**config.mk**
```make
export PLATFORM = sky130hd
export DESIGN_NAME = mem_arbiter
export DESIGN_NICKNAME = d
export VERILOG_FILES = /design/src/rtl/arb_pkg.sv /design/src/rtl/arb_timer.sv /design/src/rtl/mem_arbiter.sv
export SDC_FILE = /design/constraint.sdc
export NUM_CORES = 1
export LEC_CHECK = 0
export BUFFER_PORTS_ARGS = -buffer_cell sky130_fd_sc_hd__buf_2
export CORE_AREA = 3 3 112 114
export CTS_CLUSTER_SIZE = 30
export DETAILED_ROUTE_END_ITERATION = 16
export DIE_AREA = 0 0 115 117
export PLACE_DENSITY = 0.85
export SLEW_MARGIN = 20
export SYNTH_ARGS = -nofsm -noshare
export SYNTH_HDL_FRONTEND = slang
export SYNTH_SLANG_ARGS = --single-unit
```
**constraint.sdc**
```tcl
create_clock -name clk -period 4 [get_ports clk]
set_input_delay 1 -clock clk [delete_from_list [all_inputs] [get_ports clk]]
set_output_delay 1 -clock clk [all_outputs]
set_load 0.02 [all_outputs]
```
**src/rtl/arb_pkg.sv**
```systemverilog
// Shared definitions for the IF/MEM memory arbiter: FSM state encoding,
// port-select constants and a small byte-enable helper.
package arb_pkg;

  // Arbiter FSM states; the encoding is fixed so the state can be decoded externally.
  typedef enum logic [1:0] {
    IDLE   = 2'd0,
    I_BUSY = 2'd1,
    D_BUSY = 2'd2,
    DONE   = 2'd3
  } state_t;

  // Which requester owns the access currently in flight.
  typedef enum logic {
    PORT_I = 1'b0,
    PORT_D = 1'b1
  } port_t;

  // Byte enables only mean something for stores; loads present an all-zero mask.
  function automatic logic [3:0] store_be(input logic we, input logic [3:0] be);
    return we ? be : 4'b0000;
  endfunction

endpackage

```
**src/rtl/arb_timer.sv**
```systemverilog
// Wait counter for a granted memory access. It clears on grant, counts the
// BUSY cycles without mem_ready, saturates at all-ones and flags expiry when
// the count reaches TIMEOUT (never when TIMEOUT is 0).
module arb_timer #(
  parameter int unsigned TIMEOUT = 16
) (
  input  logic clk,
  input  logic rst,
  input  logic clr,
  input  logic en,
  output logic expired
);

  localparam int unsigned CW = (TIMEOUT > 32'd0) ? $clog2(TIMEOUT + 32'd1) : 1;
  localparam logic [CW-1:0] LIMIT = CW'(TIMEOUT);
  localparam logic [CW-1:0] SAT   = {CW{1'b1}};

  logic [CW-1:0] count_r;

  // Saturating wait counter: cleared on grant, advanced on stalled BUSY cycles.
  always_ff @(posedge clk or negedge rst) begin
    if (!rst) begin
      count_r <= '0;
    end else if (clr) begin
      count_r <= '0;
    end else if (en && (count_r != SAT)) begin
      count_r <= count_r + CW'(1);
    end else begin
      count_r <= count_r;
    end
  end

  assign expired = (TIMEOUT != 32'd0) && (count_r == LIMIT);

endmodule

```
**src/rtl/mem_arbiter.sv**
```systemverilog
// Two-port to one-port memory arbiter. Data accesses win over instruction
// fetches when both are pending in IDLE; an access in flight always runs to
// completion (or timeout) before the other port is considered.
module mem_arbiter
  import arb_pkg::*;
#(
  parameter int unsigned TIMEOUT = 16
) (
  input  logic        clk,
  input  logic        rst,
  input  logic        i_req,
  input  logic [31:0] i_addr,
  output logic        i_ack,
  output logic [31:0] i_rdata,
  input  logic        d_req,
  input  logic        d_we,
  input  logic [3:0]  d_be,
  input  logic [31:0] d_addr,
  input  logic [31:0] d_wdata,
  output logic        d_ack,
  output logic [31:0] d_rdata,
  output logic        bus_err,
  output logic        stall_if,
  output logic        stall_mem,
  output logic        mem_req,
  output logic        mem_we,
  output logic [3:0]  mem_be,
  output logic [31:0] mem_addr,
  output logic [31:0] mem_wdata,
  input  logic        mem_ready,
  input  logic [31:0] mem_rdata
);

  state_t state_r;
  state_t state_nxt_s;
  port_t  port_s;
  logic   grant_i_s;
  logic   grant_d_s;
  logic   finish_s;
  logic   abort_s;
  logic   busy_s;
  logic   expired_s;
  logic   end_s;

  assign busy_s = (state_r == I_BUSY) || (state_r == D_BUSY);
  assign end_s  = finish_s || abort_s;

  arb_timer #(
    .TIMEOUT (TIMEOUT)
  ) u_timer (
    .clk     (clk),
    .rst     (rst),
    .clr     (grant_i_s || grant_d_s),
    .en      (busy_s && !mem_ready),
    .expired (expired_s)
  );

  // FSM state register.
  always_ff @(posedge clk or negedge rst) begin
    if (!rst) begin
      state_r <= IDLE;
    end else begin
      state_r <= state_nxt_s;
    end
  end

  // Next-state logic plus grant/completion strobes for the output registers.
  always_comb begin
    state_nxt_s = state_r;
    grant_i_s   = 1'b0;
    grant_d_s   = 1'b0;
    finish_s    = 1'b0;
    abort_s     = 1'b0;
    port_s      = PORT_I;
    case (state_r)
      IDLE: begin
        if (d_req) begin
          state_nxt_s = D_BUSY;
          grant_d_s   = 1'b1;
        end else if (i_req) begin
          state_nxt_s = I_BUSY;
          grant_i_s   = 1'b1;
        end else begin
          state_nxt_s = IDLE;
        end
      end
      I_BUSY, D_BUSY: begin
        port_s = (state_r == D_BUSY) ? PORT_D : PORT_I;
        if (mem_ready) begin
          state_nxt_s = DONE;
          finish_s    = 1'b1;
        end else if (expired_s) begin
          state_nxt_s = DONE;
          abort_s     = 1'b1;
        end else begin
          state_nxt_s = state_r;
        end
      end
      DONE: begin
        state_nxt_s = IDLE;
      end
      default: begin
        state_nxt_s = IDLE;
      end
    endcase
  end

  // Memory-side request registers: loaded on grant, mem_req dropped on completion.
  always_ff @(posedge clk or negedge rst) begin
    if (!rst) begin
      mem_req   <= 1'b0;
      mem_we    <= 1'b0;
      mem_be    <= 4'b0000;
      mem_addr  <= 32'h0000_0000;
      mem_wdata <= 32'h0000_0000;
    end else if (grant_d_s) begin
      mem_req   <= 1'b1;
      mem_we    <= d_we;
      mem_be    <= store_be(d_we, d_be);
      mem_addr  <= d_addr;
      mem_wdata <= d_wdata;
    end else if (grant_i_s) begin
      mem_req   <= 1'b1;
      mem_we    <= 1'b0;
      mem_be    <= 4'b0000;
      mem_addr  <= i_addr;
      mem_wdata <= 32'h0000_0000;
    end else if (end_s) begin
      mem_req   <= 1'b0;
    end else begin
      mem_req   <= mem_req;
    end
  end

  // Requester-side acks, error flag and read data; rdata holds outside the ack cycle.
  always_ff @(posedge clk or negedge rst) begin
    if (!rst) begin
      i_ack   <= 1'b0;
      d_ack   <= 1'b0;
      bus_err <= 1'b0;
      i_rdata <= 32'h0000_0000;
      d_rdata <= 32'h0000_0000;
    end else begin
      i_ack   <= end_s && (port_s == PORT_I);
      d_ack   <= end_s && (port_s == PORT_D);
      bus_err <= abort_s;
      if (end_s && (port_s == PORT_I)) begin
        i_rdata <= abort_s ? 32'h0000_0000 : mem_rdata;
      end else begin
        i_rdata <= i_rdata;
      end
      if (end_s && (port_s == PORT_D)) begin
        d_rdata <= abort_s ? 32'h0000_0000 : mem_rdata;
      end else begin
        d_rdata <= d_rdata;
      end
    end
  end

  assign stall_if  = i_req & ~i_ack;
  assign stall_mem = d_req & ~d_ack;

endmodule
```
---- After elaboration in Yosys (flattened, before gate mapping) ----
Index checks and enable logic that the tools add are counted.
W data, S select, Z words.
cells by class
  bitwise operators ....................... 5
  equal/unequal tests ..................... 6
  reduce and logical (&&, ||, !) cells .... 13
  muxes and demuxes ....................... 32
  add/subtract/negate cells ............... 1
operators with widths
  cell                   number
  $mux W32               5
  $mux W1                18
  $mux W4                3
  $mux W5                2
  $mux W2                3
  $pmux W2 S3            1
  $add A5 B1 Y5 const B  1
  $eq A5 B5 Y1 const B   1
  $ne A5 B5 Y1 const B   1
  $eq A2 B2 Y1 const B   2
  $logic_and A1 B1 Y1    4
  $reduce_bool A2 Y1     2
  $logic_or A1 B1 Y1     3
  $ne A3 B3 Y1 const B   1
  $not A1 Y1             3
  $reduce_bool A3 Y1     1
  $and A1 B1 Y1          2
  $eq A2 B1 Y1 const B   1
  $logic_not A2 Y1       1
  $reduce_or A2 Y1       1
  $logic_not A1 Y1       1
storage, ports and cells
  bits in registers ....................... 144
  output and inout bits ................... 139

---- Depth between registers and ports, before layout ----
Gate-level depths: netlist of the first run.
  depth after elaboration ................. 8
  depth in mapped cells ................... 7
  depth with buffers taken out ............ 6

---- Hierarchy ----
From an unflattened synthesis of the first run, not the netlist that was laid out.
unflattened totals
  cells, all modules ...................... 440
  area total of the unflattened synthesis .. 5,720.5 µm²
by module, submodules not included
  module       area each (µm²)  cells an instance  instances
  mem_arbiter  5,429.0          410                1
  arb_timer    291.5            30                 1

---- Worst setup path after synthesis of the first run ----
Ideal clock, no wire load.
  path kind ............................... input to output
  start ................................... input i_req
  end ..................................... output stall_if
  buffers on the path ..................... 0
  arrival ................................. 1,327 ps
  data required time ...................... 3,000 ps
  slack ................................... 1,673 ps
  stages on the path ...................... 1
  path through ............................ nor2b_1
on the way
  word-level cells in the longest chain between the ends .. 1
RTL lines
  element             line                RTL
  start: declaration  mem_arbiter.sv:11   input logic i_req,
  $and A1 B1 Y1       mem_arbiter.sv:160  assign stall_if = i_req & ~i_ack;
  end: declaration    mem_arbiter.sv:23   output logic stall_if,
No other way between the ends.

---- Final worst setup path of the first run ----
  start ................................... input d_req
  end ..................................... output stall_mem
on the way
  word-level cells in the longest chain between the ends .. 1
RTL lines
  element             line                RTL
  start: declaration  mem_arbiter.sv:15   input logic d_req,
  $and A1 B1 Y1       mem_arbiter.sv:161  assign stall_mem = d_req & ~d_ack;
  end: declaration    mem_arbiter.sv:24   output logic stall_mem,
No other way between the ends.

==> results.sh, run 1 <==
export IMPL_total_power_w=0.00740
export IMPL_holdWs_ns=0.473
export IMPL_grt_first_pass_wirelength_um=24600
export IMPL_wire_per_inst_um=19.4
export IMPL_numCtsBuffers=17
export IMPL_grt_pass1_vias=4864
export IMPL_drt_iter0_drc=404
export IMPL_htreeDepth=4
export IMPL_syn_inst=434
export IMPL_root_buffer="clkbuf_16"
export IMPL_nets=840
export IMPL_maxSlewHeadroom=0.368
export IMPL_antenna_cells=0
export IMPL_cts_sinks=144
export IMPL_first_pass_iters=5
export IMPL_crit_fanout=6
export IMPL_row_count=39
export IMPL_place_congestion=0.795
export IMPL_outcome="completed"
export IMPL_yosys_area_top_type_share=0.619
export IMPL_cap_violations=0
export IMPL_initial_utilization=0.506
export IMPL_via_per_inst=5.72
export IMPL_netlist_area_um2=5820
export IMPL_finalHoldViolations=0
export IMPL_cts_setup_buffers=0
export IMPL_portBuffers=276
export IMPL_setup_tns_ns=0
export IMPL_r2r_end="d_rdata[16]"
export IMPL_layout_commonest_cell="buf_2"
export IMPL_antenna_found_initial=0
export IMPL_min_period_over_period=0.612
export IMPL_cts_tree="done"
export IMPL_synth_edff_count=0
export IMPL_ys_seq_area_frac=0.619
export IMPL_end_kind="output pin"
export IMPL_arrival_ns=1.45
export IMPL_holdPathEnd="mem_addr[9]"
export IMPL_synthTopCellsByArea="dfrtp_1 62%, a32o_1 12%, mux2i_1 5.7%"
export IMPL_yosys_area_top_type="dfrtp_1"
export IMPL_final_cell_mix="275 x buf_2, 144 x dfrtp_1, 68 x a32o_1, 34 x nand2_1"
export IMPL_holdBufCountCts=0
export IMPL_finalSetupViolCount=0
export IMPL_ys_flop_type="dfrtp_1"
export IMPL_max_freq_ghz=0.408
export IMPL_drive_above_1_share=0.452
export IMPL_yosysWarnings=0
export IMPL_synthDistinctLibCells=35
export IMPL_async_flop_share=1.00
export IMPL_busiest_layer="met2"
export IMPL_grtUsageMet1=0.258
export IMPL_wl_um=16500
export IMPL_die_w_um=115
export IMPL_track_usage=0.240
export IMPL_startpoint="d_req"
export IMPL_gr_usage_met3=0.0967
export IMPL_hold_class="flop to flop"
export IMPL_power_density_nw_per_um2=948
export IMPL_power_leakage_nw=4.02
export IMPL_io_pins=277
export IMPL_layout_min_cycle_time_ns=2.45
export IMPL_use_met2=0.418
export IMPL_via_count=4864
export IMPL_tightest_slew_ns=0.944
export IMPL_dieArea_um2=13500
export IMPL_syn_num_nets=578
export IMPL_fp_dieH_um=117
export IMPL_holdPathStages=2
export IMPL_ir_worst_vdd_mv=0.624
export IMPL_dp_hpwl_um=11700
export IMPL_grt_max_degree=102
export IMPL_area_growth_pct=34.1
export IMPL_rr_worst_depth=6
export IMPL_cts_buffer_depth=2
export IMPL_setup_worst_path_start_class="primary input"
export IMPL_grt_ovfl_total=0
export IMPL_clock_latency_ns=0.42
export IMPL_crit_required_ns=3.00
export IMPL_core_area_um2=11500
export IMPL_clkTransAtPathRegs_ns=0.05
export IMPL_antenna_left=0
export IMPL_ff2ff_setup_slack_ns=1.78
export IMPL_critPathKind="primary input to output pin"
export IMPL_synth_seq_cells=144
export IMPL_worstHoldStart="mem_addr[9]"
export IMPL_finalMaxSlewViolations=0
export IMPL_rsz0062_at_grt="false"
export IMPL_post_cts_resized=0
export IMPL_avgSynthCellArea_um2=13.4
export IMPL_drc_errors=0
export IMPL_timing_rr_start="state_r[1]"
export IMPL_fin_skew_ns=0.00571
-- metal layers --
| metal | part of all wire | wire, um | vias up |
|---|---|---|---|
| met4 | 0.023 | 372 | 0 |
| met3 | 0.11 | 1750 | 27 |
| met1 | 0.36 | 5860 | 2400 |
| li1 | - | - | 2175 |
| met2 | 0.52 | 8480 | 262 |
| met5 | 0 | 0 | - |
-- synthesized netlist by cell type (4+ instances only) --
cell type,instances
nand2_1,34
ha_1,6
clkbuf_1,7
inv_1,6
buf_4,4
a32o_1,68
dfrtp_1,144
mux2i_1,33
a22o_1,33
a21oi_1,5
nor2_1,4
buf_2,18
nor2b_1,4
o21ai_0,33
buf_6,10
-- sequential cells by signal, summed over array words and instances, names as in the netlist --
signal           cells
d_rdata             32
i_rdata             32
mem_addr            32
mem_wdata           32
u_timer.count_r      5
mem_be               4
state_r              2
bus_err              1
d_ack                1
i_ack                1
mem_req              1
mem_we               1
-- stage by stage --
stage	utilization	std cells	setup WS [ns]	instance area, um^2
CTS	0.678	851	1.55	7810
global route	0.678	851	1.51	7810
floorplan	-	434	1.67	5820
global placement	0.626	820	1.41	7210
finish	0.678	851	1.55	7810
detailed placement	0.626	820	1.33	7210
-- cells by family (layout without fill, tap and decap cells) --
| group | count (synthesis) | after routing | share of synthesized area |
|---|---|---|---|
| compound gates | 147 | 147 | 0.211 |
| xor+xnor | 2 | 2 | 0.00301 |
| fa+ha+maj | 6 | 6 | 0.0129 |
| buf+inv | 47 | 321 | 0.0496 |
| flops | 144 | 144 | 0.619 |
| mux | 33 | 33 | 0.0567 |
| simple gates | 55 | 55 | 0.0475 |
-- worst max path at each step --
stage	to	slack, ns	cells past startpoint
6_report	stall_mem	1.55	3
5_1_grt	stall_if	1.51	3
4_1_cts	stall_mem	1.55	3
3_5_place_dp	mem_addr[3]	1.33	5
3_3_place_gp	mem_addr[3]	1.41	5
2_1_floorplan	stall_if	1.67	1
-- worst max-delay path, stage by stage --
cell	delay (ns)
buf_2	0.15
nor2b_1	0.13
buf_2	0.16
-- report_power, final --
group          switching, W  internal [W]
sequential         0.000379       0.00215
combinational       0.00208       0.00121
clock              0.000568       0.00101
total               0.00303       0.00437
-- cell type report --
| type | instances | area, um^2 |
|---|---|---|
| multi-input cells | 243 | 1940 |
| well taps | 143 | 179 |
| clock inverters | 9 | 134 |
| clock buffers | 22 | 464 |
| fillers | 812 | 3710 |
| inverters | 6 | 22.5 |
| flip-flops and latches | 144 | 3600 |
| repair buffers | 284 | 1460 |
No activity file was read; power rests on OpenSTA's default activity.
==> run 2: changes to the inputs <==
- CORE_AREA: 3 3 112 114 -> 3 3 117 119
- DIE_AREA: 0 0 115 117 -> 0 0 120 122
- PLACE_DENSITY: 0.85 -> 0.78
- clock period: 4 -> 2.5 ns (I/O delays scaled with it)
==> run 2 against run 1 <==
  * Sequential power grew 60%
  * Via count rose by 0.10%
  * Critical path depth up 2
  * Non-clock buffer count increased by 7
  * Sequential cell count unchanged
  * Register-to-register slack got worse by 1.2 ns
  * Routed wire length up 4.9%
  * Final cell count up 4.6%
  * Core utilization down 5.0 points
  * Die area rose by 8.8%
  * Clock power is 61% higher
  * Setup slack got worse by 1.0 ns
==> results.sh, run 2 (synthesized netlist as in run 1, its figures left out) <==
export IMPL_p_seq_frac=0.337
export IMPL_crit_path_top_delay_cell="o21ai_4"
export IMPL_total_power_w=0.0120
export IMPL_crit_fanout=33
export IMPL_crit_chain="inv_1, ha_1, and4bb_4, o21ai_4, a32o_1"
export IMPL_setup_worst_path_start_class="flop"
export IMPL_layout_min_cycle_time_ns=1.96
export IMPL_hold_class="primary input to asynchronous set/reset pin"
export IMPL_max_freq_ghz=0.509
export IMPL_antenna_found_initial=3
export IMPL_grt_pass1_vias=4968
export IMPL_crit_required_ns=2.85
export IMPL_area_growth_pct=36.5
export IMPL_finalSetupViolCount=0
export IMPL_clkTransAtPathRegs_ns=0.06
export IMPL_combPwrFrac=0.451
export IMPL_drive_above_1_share=0.462
export IMPL_antenna_left=0
export IMPL_first_pass_iters=5
export IMPL_clockPowerShare=0.212
export IMPL_timing_rr_start="u_timer.count_r[0]"
export IMPL_setup_tns_ns=0
export IMPL_min_period_over_period=0.786
export IMPL_holdBufCountCts=0
export IMPL_htreeDepth=4
export IMPL_worst_slack_ns=0.535
export IMPL_final_cell_mix="275 x buf_2, 144 x dfrtp_1, 68 x a32o_1, 34 x nand2_1"
export IMPL_startpoint="u_timer.count_r[0]"
export IMPL_power_density_nw_per_um2=1510
export IMPL_die_w_um=120
export IMPL_via_count=4869
export IMPL_post_cts_resized=0
export IMPL_swShare=0.418
export IMPL_dp_slack_ns=0.532
export IMPL_ir_worst_vdd_mv=1.17
export IMPL_grt_ovfl_total=0
export IMPL_fp_dieH_um=122
export IMPL_drt_iter0_drc=414
export IMPL_row_count=41
export IMPL_critPathKind="flop to flop"
export IMPL_tightest_slew_ns=0.953
export IMPL_track_usage=0.233
export IMPL_wire_per_inst_um=19.4
export IMPL_arrival_ns=2.31
export IMPL_initial_utilization=0.460
export IMPL_maxSlewHeadroom=0.362
export IMPL_via_per_inst=5.47
export IMPL_layout_commonest_cell="buf_2"
export IMPL_finalHoldViolations=0
export IMPL_cap_violations=0
export IMPL_dp_hpwl_um=12500
export IMPL_cts_setup_buffers=0
export IMPL_grt_max_degree=65
export IMPL_root_buffer="clkbuf_16"
export IMPL_cp_slowest_stage_delay_ns=0.73
export IMPL_outcome="completed"
export IMPL_internal_power_w=0.00699
export IMPL_cts_tree="done"
export IMPL_worstPathBufferInverterCount=1
export IMPL_power_leakage_nw=4.07
export IMPL_grt_first_pass_wirelength_um=26300
export IMPL_io_pins=277
export IMPL_cts_sinks=144
export IMPL_core_area_um2=12700
export IMPL_place_congestion=0.838
export IMPL_end_kind="flop"
export IMPL_numCtsBuffers=17
export IMPL_fin_skew_ns=0.00595
export IMPL_cts_buffer_depth=2
export IMPL_nets=847
export IMPL_portBuffers=276
export IMPL_switching_power_w=0.00501
export IMPL_cp_top_family="compound AO/OA/AOI/OAI gates"
export IMPL_rsz0062_at_grt="false"
export IMPL_wl_um=17300
export IMPL_clock_latency_ns=0.42
export IMPL_finalMaxSlewViolations=0
export IMPL_drc_errors=0
export IMPL_dieArea_um2=14600
run 2: layout make-up:
class	instances	area (um^2)
clock inverter	15	174
inverter	6	22.5
timing repair buffer	291	1560
clock buffer	17	425
fill	994	4720
sequential	144	3600
antenna	2	5.00
tap	172	215
multi-input combinational	243	1940
run 2: layer usage:
| layer | track usage | share of wire | vias to the layer above |
|---|---|---|---|
| li1 | - | - | 2199 |
| met1 | 0.274 | 0.38 | 2411 |
| met2 | 0.387 | 0.50 | 231 |
| met3 | 0.0915 | 0.098 | 26 |
| met4 | 0.0888 | 0.021 | 2 |
| met5 | 0 | 0.00064 | - |
run 2: final timing paths:
path,to,slack [ns],cells after the start
max,i_rdata[4],0.54,5
min,d_rdata[31],0.18,1
max reg2reg,i_rdata[4],0.54,5
min reg2reg,mem_addr[4],0.48,2
max in group asynchronous,i_rdata[20],1.63,2
min in group clk,mem_wdata[1],0.43,2
run 2: through the flow:
step                instances  cell area [um^2]   util  hold WS [ns]
global route              890              7950  0.628         0.210
detailed placement        856              7350  0.580         0.469
CTS                       888              7950  0.627         0.191
floorplan                 434              5820      -         0.329
global placement          856              7350  0.580         0.460
finish                    890              7950  0.628         0.184
run 2: worst register-to-register path: stages (launching register included):
cell and delay [ns]:
dfrtp_1 0.40, inv_1 0.06, ha_1 0.20, and4bb_4 0.25, o21ai_4 0.73, a32o_1 0.26
run 2: power groups by stage:
stage                     clock [W]  combinational, W  sequential, W
final                       0.00254           0.00542        0.00404
after CTS                   0.00260           0.00548        0.00403
after floorplan                   0           0.00225        0.00532
after detailed placement          0           0.00544        0.00406
after global routing        0.00271           0.00583        0.00416
after global placement            0           0.00532        0.00399
==> run 3: changes to the inputs <==
- ABC_AREA: default -> 1
- CORE_AREA: 3 3 117 119 -> 3 3 124 126
- DIE_AREA: 0 0 120 122 -> 0 0 127 129
- PLACE_DENSITY: 0.78 -> 0.75
- clock period: 2.5 -> 1.7 ns (I/O delays scaled with it)
==> run 3 against run 2 <==
  * Sequential share of layout area shrank 1.4 points
  * Clock skew grew 0.0033 ns
  * Combinational power grew 54%
  * Clock power grew 43%
  * Via count grew 16%
  * Setup slack lost 0.39 ns
  * Fmax grew 26%
  * Sequential power grew 45%
  * First-iteration DRC count shrank 21%
==> results.sh, run 3 <==
export IMPL_outcome="completed"
export IMPL_clkTransAtPathRegs_ns=0.06
export IMPL_setup_worst_path_start_class="flop"
export IMPL_htreeDepth=4
export IMPL_yosysWarnings=0
export IMPL_drt_iter0_drc=325
export IMPL_hold_class="primary input to flop"
export IMPL_synthDistinctLibCells=19
export IMPL_syn_num_nets=769
export IMPL_antenna_cells=0
export IMPL_nets=1038
export IMPL_tightest_slew_ns=0.374
export IMPL_final_cell_mix="275 x buf_2, 185 x nand2_1, 144 x dfrtp_1, 65 x a21oi_1, 65 x nand4_1"
export IMPL_synthTopCellsByArea="dfrtp_1 60%, nand2_1 12%, nand4_1 6.8%"
export IMPL_clock_latency_ns=0.41
export IMPL_min_period_over_period=0.914
export IMPL_grt_max_degree=70
export IMPL_finalMaxSlewViolations=0
export IMPL_finalHoldViolations=0
export IMPL_synth_edff_count=0
export IMPL_portBuffers=276
export IMPL_drive_above_1_share=0.370
export IMPL_grt_first_pass_wirelength_um=28800
export IMPL_die_w_um=127
export IMPL_yosysMostFrequentCell="nand2_1"
export IMPL_fin_util=0.569
export IMPL_fin_skew_ns=0.00926
export IMPL_dpl_cell_area_um2=7590
export IMPL_grt_pass1_vias=5559
export IMPL_yosys_area_top_type_share=0.604
export IMPL_fin_area_um2=8210
export IMPL_drc_errors=0
export IMPL_critPathKind="flop to flop"
export IMPL_area_growth_pct=37.5
export IMPL_power_density_nw_per_um2=2170
export IMPL_setup_tns_ns=0
export IMPL_first_pass_iters=7
export IMPL_root_buffer="clkbuf_16"
export IMPL_crit_fanout=22
export IMPL_via_per_inst=5.18
export IMPL_core_area_um2=14400
export IMPL_dp_slack_ns=0.0683
export IMPL_cts_sinks=144
export IMPL_via_count=5654
export IMPL_rsz0062_at_grt="false"
export IMPL_ir_worst_vdd_mv=1.05
export IMPL_ys_flop_type="dfrtp_1"
export IMPL_cap_violations=0
export IMPL_initial_utilization=0.414
export IMPL_arrival_ns=1.85
export IMPL_maxSlewHeadroom=0.750
export IMPL_avgSynthCellArea_um2=9.55
export IMPL_antenna_left=0
export IMPL_place_congestion=0.852
export IMPL_worst_slack_ns=0.145
export IMPL_wl_um=18100
export IMPL_yosys_area_top_type="dfrtp_1"
export IMPL_async_flop_share=1.00
export IMPL_crit_required_ns=2.00
export IMPL_end_kind="flop"
export IMPL_wire_per_inst_um=16.6
export IMPL_io_pins=277
export IMPL_total_power_w=0.0178
export IMPL_netlist_area_um2=5970
export IMPL_track_usage=0.222
export IMPL_synth_seq_cells=144
export IMPL_cts_tree="done"
export IMPL_power_leakage_nw=4.48
export IMPL_numCtsBuffers=17
export IMPL_dieArea_um2=16400
export IMPL_layout_commonest_cell="buf_2"
export IMPL_cts_buffer_depth=2
export IMPL_fillers=1336
export IMPL_max_freq_ghz=0.643
export IMPL_row_count=44
export IMPL_layout_min_cycle_time_ns=1.55
export IMPL_fp_dieH_um=129
export IMPL_syn_inst=625
export IMPL_ys_seq_area_frac=0.604
export IMPL_synth_common_cells="185 x nand2_1, 144 x dfrtp_1, 65 x a21oi_1, 65 x nand4_1, 42 x nor2_1"
export IMPL_antenna_found_initial=2
export IMPL_finalSetupViolCount=0
export IMPL_dp_hpwl_um=12800
export IMPL_grt_ovfl_total=0
[run 3: metrics by stage]
step                      hold WS (ns)  instances
final                            0.234       1091
after floorplan                  0.129        625
after CTS                        0.213       1090
after global placement           0.358       1057
after detailed placement         0.353       1057
after global routing             0.218       1091
[run 3: kinds of logic (layout without fill, tap and decap cells)]
family                   after synthesis  in the layout  synth area share
AO/OA/AOI/OAI                        105            105             0.109
AND/OR/NAND/NOR                      305            305             0.224
adder cells (fa/ha/maj)                6              6            0.0126
buffers and inverters                 65            347            0.0509
flip-flops                           144            144             0.604
[run 3: timing repair]
item                       4_1_cts  5_1_grt
hold buffers                     1        0
hold endpoints to repair        31        0
gates resized for setup          0        3
setup endpoints to repair        0       17
setup buffers                    0        0
[run 3: worst paths after layout]
check	from	endpoint	slack (ns)	cells after the start
max	u_timer.count_r[0]	d_rdata[0]	0.15	10
min reg2reg	i_rdata[16]	i_rdata[16]	0.46	2
max in group asynchronous	rst	i_rdata[8]	0.65	3
min in group asynchronous	rst	mem_wdata[12]	0.49	2
max reg2reg	u_timer.count_r[0]	d_rdata[0]	0.15	10
min	d_wdata[1]	mem_wdata[1]	0.23	2
[run 3: power breakdown]
part / internal (W) / switching, W / leakage, nW
sequential: 0.00503 / 0.000839 / 1.79
clock: 0.00214 / 0.00148 / 0.280
combinational: 0.00277 / 0.00558 / 2.41
[run 3: final cells by class]
type,count,area [um^2],area share
Sequential cell,144,3600,0.439
Multi-Input combinational cell,416,2080,0.254
Timing Repair Buffer,299,1660,0.202
Clock buffer,21,470,0.0573
Tap cell,184,230,0.0280
Clock inverter,11,104,0.0127
Inverter,16,60.1,0.00732
[run 3: layer usage]
layer,GRT usage,wire length [um],vias up,part of all wire
met5,0,27,-,0.0015
met4,0.0890,492,4,0.027
met3,0.0726,1680,43,0.093
met2,0.352,8630,281,0.48
met1,0.283,7290,2659,0.40
li1,-,-,2667,-
[run 3: worst max-delay path, cell delays in order (launching register included)]
cell and delay (ns):
dfrtp_1 0.38, inv_1 0.11, ha_1 0.17, nand2_1 0.05
inv_1 0.04, nand2_1 0.07, nand2_1 0.15, nand3_2 0.10
buf_4 0.23, nand2_1 0.10, nand2_1 0.05
